--- config.mk ---
export PLATFORM = sky130hd
export DESIGN_NAME = leaf_launch_ctrl
export DESIGN_NICKNAME = d
export VERILOG_FILES = /design/src/rtl/leaf_launch_ctrl.sv
export SDC_FILE = /design/constraint.sdc
export NUM_CORES = 1
export LEC_CHECK = 0
export ABC_AREA = 1
export CORE_MARGIN = 8
export CORE_UTILIZATION = 28
export CTS_BUF_LIST = sky130_fd_sc_hd__clkbuf_16
export DETAILED_ROUTE_END_ITERATION = 16
export PLACE_DENSITY = 0.6
export RECOVER_POWER = 50
export SLEW_MARGIN = 30
export SYNTH_ARGS = -nofsm -noshare
export SYNTH_HDL_FRONTEND = slang
export SYNTH_SLANG_ARGS = --single-unit
export TNS_END_PERCENT = 1
--- constraint.sdc ---
create_clock -name clk -period 3.6 [get_ports clk]
set_input_delay 0.72 -clock clk [delete_from_list [all_inputs] [get_ports clk]]
set_output_delay 0.72 -clock clk [all_outputs]
set_load 0.05 [all_outputs]
--- src/rtl/leaf_launch_ctrl.sv ---
// Multi-channel launch detector: synchronises level inputs, detects per-channel edges and emits a
// one-cycle pulse plus a stretched reset. Optional saturating launch counters via LEAF_LAUNCH_CNT_EN.
module leaf_launch_ctrl #(
    parameter int unsigned NUM_CH      = 1,
    parameter int unsigned SYNC_STAGES = 1,
    parameter int unsigned RST_HOLD    = 4,
    parameter int unsigned CNT_BITS    = 8
) (
    input  logic                         clk,
    input  logic                         reset_n,
    input  logic [NUM_CH-1:0]            din,
    input  logic [2*NUM_CH-1:0]          mode,
    input  logic                         clr_cnt,
    output logic [NUM_CH-1:0]            edge_out,
    output logic [NUM_CH-1:0]            rst_out,
    output logic [NUM_CH-1:0]            level_out,
    output logic [CNT_BITS*NUM_CH-1:0]   launch_cnt
);

    localparam int unsigned HoldW = $clog2(RST_HOLD + 1);
    localparam logic [HoldW-1:0] HoldLoad = HoldW'(RST_HOLD);

    logic [NUM_CH-1:0] qual;

    for (genvar ch = 0; ch < NUM_CH; ch++) begin : g_ch
        logic [SYNC_STAGES-1:0] sync_q;
        logic                   prev_q;
        logic                   edge_q;
        logic                   rst_q;
        logic [HoldW-1:0]       hold_q;
        logic [HoldW-1:0]       hold_d;
        logic                   cur;
        logic                   rise;
        logic                   fall;
        logic [1:0]             ch_mode;

        assign cur     = sync_q[SYNC_STAGES-1];
        assign ch_mode = mode[2*ch +: 2];

        // Mode 00 masks both terms, so a disabled channel keeps tracking history silently.
        always_comb begin
            rise     = cur & ~prev_q;
            fall     = ~cur & prev_q;
            qual[ch] = (ch_mode[0] & rise) | (ch_mode[1] & fall);
        end

        always_comb begin
            hold_d = hold_q;
            if (qual[ch]) begin
                hold_d = HoldLoad;
            end else if (hold_q != '0) begin
                hold_d = hold_q - HoldW'(1);
            end
        end

        always_ff @(posedge clk or negedge reset_n) begin
            if (!reset_n) begin
                sync_q <= '0;
                prev_q <= 1'b0;
                edge_q <= 1'b0;
                hold_q <= '0;
                rst_q  <= 1'b0;
            end else begin
                sync_q <= (sync_q << 1) | SYNC_STAGES'(din[ch]);
                prev_q <= cur;
                edge_q <= qual[ch];
                hold_q <= hold_d;
                rst_q  <= (hold_d != '0);
            end
        end

        assign edge_out[ch]  = edge_q;
        assign rst_out[ch]   = rst_q;
        assign level_out[ch] = cur;
    end

`ifdef LEAF_LAUNCH_CNT_EN
    for (genvar ch = 0; ch < NUM_CH; ch++) begin : g_cnt
        logic [CNT_BITS-1:0] cnt_q;
        logic [CNT_BITS-1:0] cnt_d;

        // Clear wins over a coincident increment; the count sticks at all-ones.
        always_comb begin
            cnt_d = cnt_q;
            if (clr_cnt) begin
                cnt_d = '0;
            end else if (qual[ch] && (cnt_q != '1)) begin
                cnt_d = cnt_q + CNT_BITS'(1);
            end
        end

        always_ff @(posedge clk or negedge reset_n) begin
            if (!reset_n) begin
                cnt_q <= '0;
            end else begin
                cnt_q <= cnt_d;
            end
        end

        assign launch_cnt[CNT_BITS*ch +: CNT_BITS] = cnt_q;
    end
`else
    logic unused_clr_cnt;
    assign unused_clr_cnt = clr_cnt;
    assign launch_cnt     = '0;
`endif

endmodule

==> summary.md <==
| Metric | Value |
|---|---|
| Sequential share of the synthesized area | `0.476` |
| Number of stages on the worst setup path | `1` |
| Area delta synth->final | `36.4%` |
| Worst R2R Path Depth | `8` |
| Synth warn | `0` |
| Worst reg2reg startpoint | `g_ch[0].hold_q[0]$_DFF_PN0_` |
| Cell Area, Synth | `368 sq um` |
| Vias in the first global route | `234` |
| Sw Pwr | `0.000140 W` |
| Seq cells post-synth | `7` |
| ANT cells | `0` |
| Core area | `0.00127 sq mm` |
| Port buffer count | `7` |
| R2R Setup Slk | `2.33 ns` |
| Final wirelength | `a little under 600 um` |
| Mean Syn Cell Area | `roughly 9.2 sq um` |
| Placer Congestion | `about 0.72` |
| Status | `complete, no violations` |
| Via Count | `244` |
| Die ar. | `0.00273 sq mm` |
| Post-DRT Antenna Nets | `0` |
| Pleak | `0.268 nW` |
| RSZ-0062 raised after global routing | `no` |
| Synth unique cells | `13` |
| CTS tree | `yes` |
| Pint | `~0.00029 W` |
| Initial antenna violation count | `0` |
| Drt initial violations | `4` |
| Power Dens Cells | `864 mW/mm^2` |
| Final clock skew | `0.00124 ns` |
| Max-Slew Margin vs Limit | `0.663` |
| Pre-antenna DRT Iters | `4` |
| First-pass GRT wire length | `966 um` |
| Total of max-cap violations | `0` |
| WL/cell | `roughly 9.1 um` |
| Setup TNS | `0 ns` |
| Die width | `52.2 um` |
| Critical Path End Type | `output port` |
| Endpoints failing hold | `0` |
| Most frequent cells in the layout | `inv_1 (9), conb_1 (8), dfrtp_1 (7), nand2_1 (5), clkdlybuf4s50_1 (5)` |
| Sw Share | `0.322` |
| Clk sinks | `7` |
| Maximum number of pins on one net before global-route repair | `8` |
| Htree depth | `1` |
| CP startpoint | `level_out$_DFF_PN0_` |
| Post-DP HPWL | `around 460 um` |
| R2R Path End | `rst_out$_DFF_PN0_` |
| Fin util | `0.395` |
| Final net count | `60` |
| Die Height | `between 50 and 60 um` |
| Fin crit period | `~2.2 ns` |
| CP max stage cell | `clkdlybuf4s50_1` |
| CP max FO | `4` |
| Clock transition at path regs | `0.04 ns` |
| Grt ovf | `0` |
| Root Buffer | `clkbuf_16` |
| DR DRC count | `0` |
| PostCTS Resize Cnt | `0` |
| Number of CTS-inserted buffers | `3` |
| CP Data Arrival Time | `1.43 ns` |
| Most common cell after layout, fill and taps aside | `inv_1` |
| CTS max path bufs | `2` |
| Hold Crit Class | `register to register` |
| Post-place instance area | `423 sq um` |
| Via-to-Cell Ratio | `3.75` |
| CP required | `2.88 ns` |
| Flop pwr share | `0.256` |
| Max rail drop VDD | `roughly 300 uV` |
| Mapped Cells | `40` |
| Crit start category | `register` |
| Slew of the pin with the lowest slew margin | `0.504 ns` |
| Fin crit share | `0.597` |
| Total global-route track usage | `0.0540` |
| Final setup violation count | `0` |
| Slew Viols, Final | `0` |
| Bufs and invs on worst path | `1` |
| IO Count | `17` |
| Setup Fix Bufs, Post-CTS | `0` |
| Starting density of the core | `0.290` |
| Clk network pwr share | `0.428` |
| Post-layout instance area | `around 500 sq um` |
| FMAX | `465 MHz` |
| Worst-Skew Late Latency | `0.23 ns` |
| Layout cell share with drive strength beyond 1 | `0.100` |
| Critical path, cell by cell | `clkdlybuf4s50_1` |
| CP top delay family | `buffers and inverters` |
| Type of the worst setup path | `register to output port` |
| Rows | `13` |
| CP peak stage delay | `0.83 ns` |
| Gate power share | `0.317` |
| Crit path to | `level_out` |
| Cts hold-fix bufs | `0` |
==> area by class of cell <==
cell class / count / area, sq um
timing repair buffer: 7 / 70.1
inverter: 8 / 30.0
clock inverter: 1 / 3.75
multi-input combinational: 24 / 129
fill: 134 / 767
clock buffer: 3 / 75.1
tap: 15 / 18.8
sequential: 7 / 175
==> through the flow <==
| step | setup slack (ns) | hold slack [ns] | total power, W | std cells |
|---|---|---|---|---|
| 2_1_floorplan | 2.25 | 0.424 | 0.000225 | 47 |
| 3_3_place_gp | 1.69 | 0.419 | 0.000248 | 61 |
| 3_5_place_dp | 1.68 | 0.422 | 0.000249 | 61 |
| 4_1_cts | 1.43 | 0.434 | 0.000438 | 65 |
| 5_1_grt | 1.38 | 0.461 | 0.000465 | 65 |
| 6_report | 1.45 | 0.426 | 0.000433 | 65 |
==> worst min-delay path by stage <==
stage	start	to	cells after the start
floorplan	reset_n	edge_out$_DFF_PN0_	0
global placement	level_out$_DFF_PN0_	g_ch[0].prev_q$_DFF_PN0_	0
detailed placement	level_out$_DFF_PN0_	g_ch[0].prev_q$_DFF_PN0_	0
CTS	level_out$_DFF_PN0_	g_ch[0].prev_q$_DFF_PN0_	0
global route	level_out$_DFF_PN0_	g_ch[0].prev_q$_DFF_PN0_	0
finish	level_out$_DFF_PN0_	g_ch[0].prev_q$_DFF_PN0_	0
==> sequential cells by signal, summed over array words and instances (netlist names) <==
register	flops
edge_out	1
g_ch.hold_q	3
g_ch.prev_q	1
level_out	1
rst_out	1
==> per-layer routing <==
| metal | wire length, um | vias to the layer above | global-route usage |
|---|---|---|---|
| met2 | 180 | 19 | 0.0600 |
| met5 | 0 | - | 0 |
| met4 | 24 | 0 | 0.0517 |
| li1 | - | 120 | - |
| met1 | 273 | 102 | 0.0574 |
| met3 | 113 | 3 | 0.0483 |
==> power groups by stage <==
stage | Clock, W | Combinational, W | Sequential (W)
after floorplan | 0 | 0.000100 | 0.000125
after global routing | 0.000194 | 0.000157 | 0.000114
after global placement | 0 | 0.000137 | 0.000111
after detailed placement | 0 | 0.000138 | 0.000111
final | 0.000185 | 0.000137 | 0.000111
after CTS | 0.000188 | 0.000140 | 0.000111
==> logic make-up after synthesis <==
logic type	share of synthesized area
buffers and inverters	0.245
AND/OR/NAND/NOR	0.139
flip-flops	0.476
adder cells (fa/ha/maj)	0.102
AO/OA/AOI/OAI	0.0272
other	0.0102
==> synth_stat cells <==
library cell,instances,area (sq um)
buf_4,8,60.1
inv_1,8,30.0
dfrtp_1,7,175
nand2_1,5,18.8
ha_1,3,37.5
nand3_1,2,10.0
a21oi_1,1,5.00
and3_1,1,6.26
conb_1,1,3.75
nand2_2,1,6.26
nor2_1,1,3.75
nor2_2,1,6.26
o21ai_1,1,5.00
No activity file was read; power rests on OpenSTA's default activity.
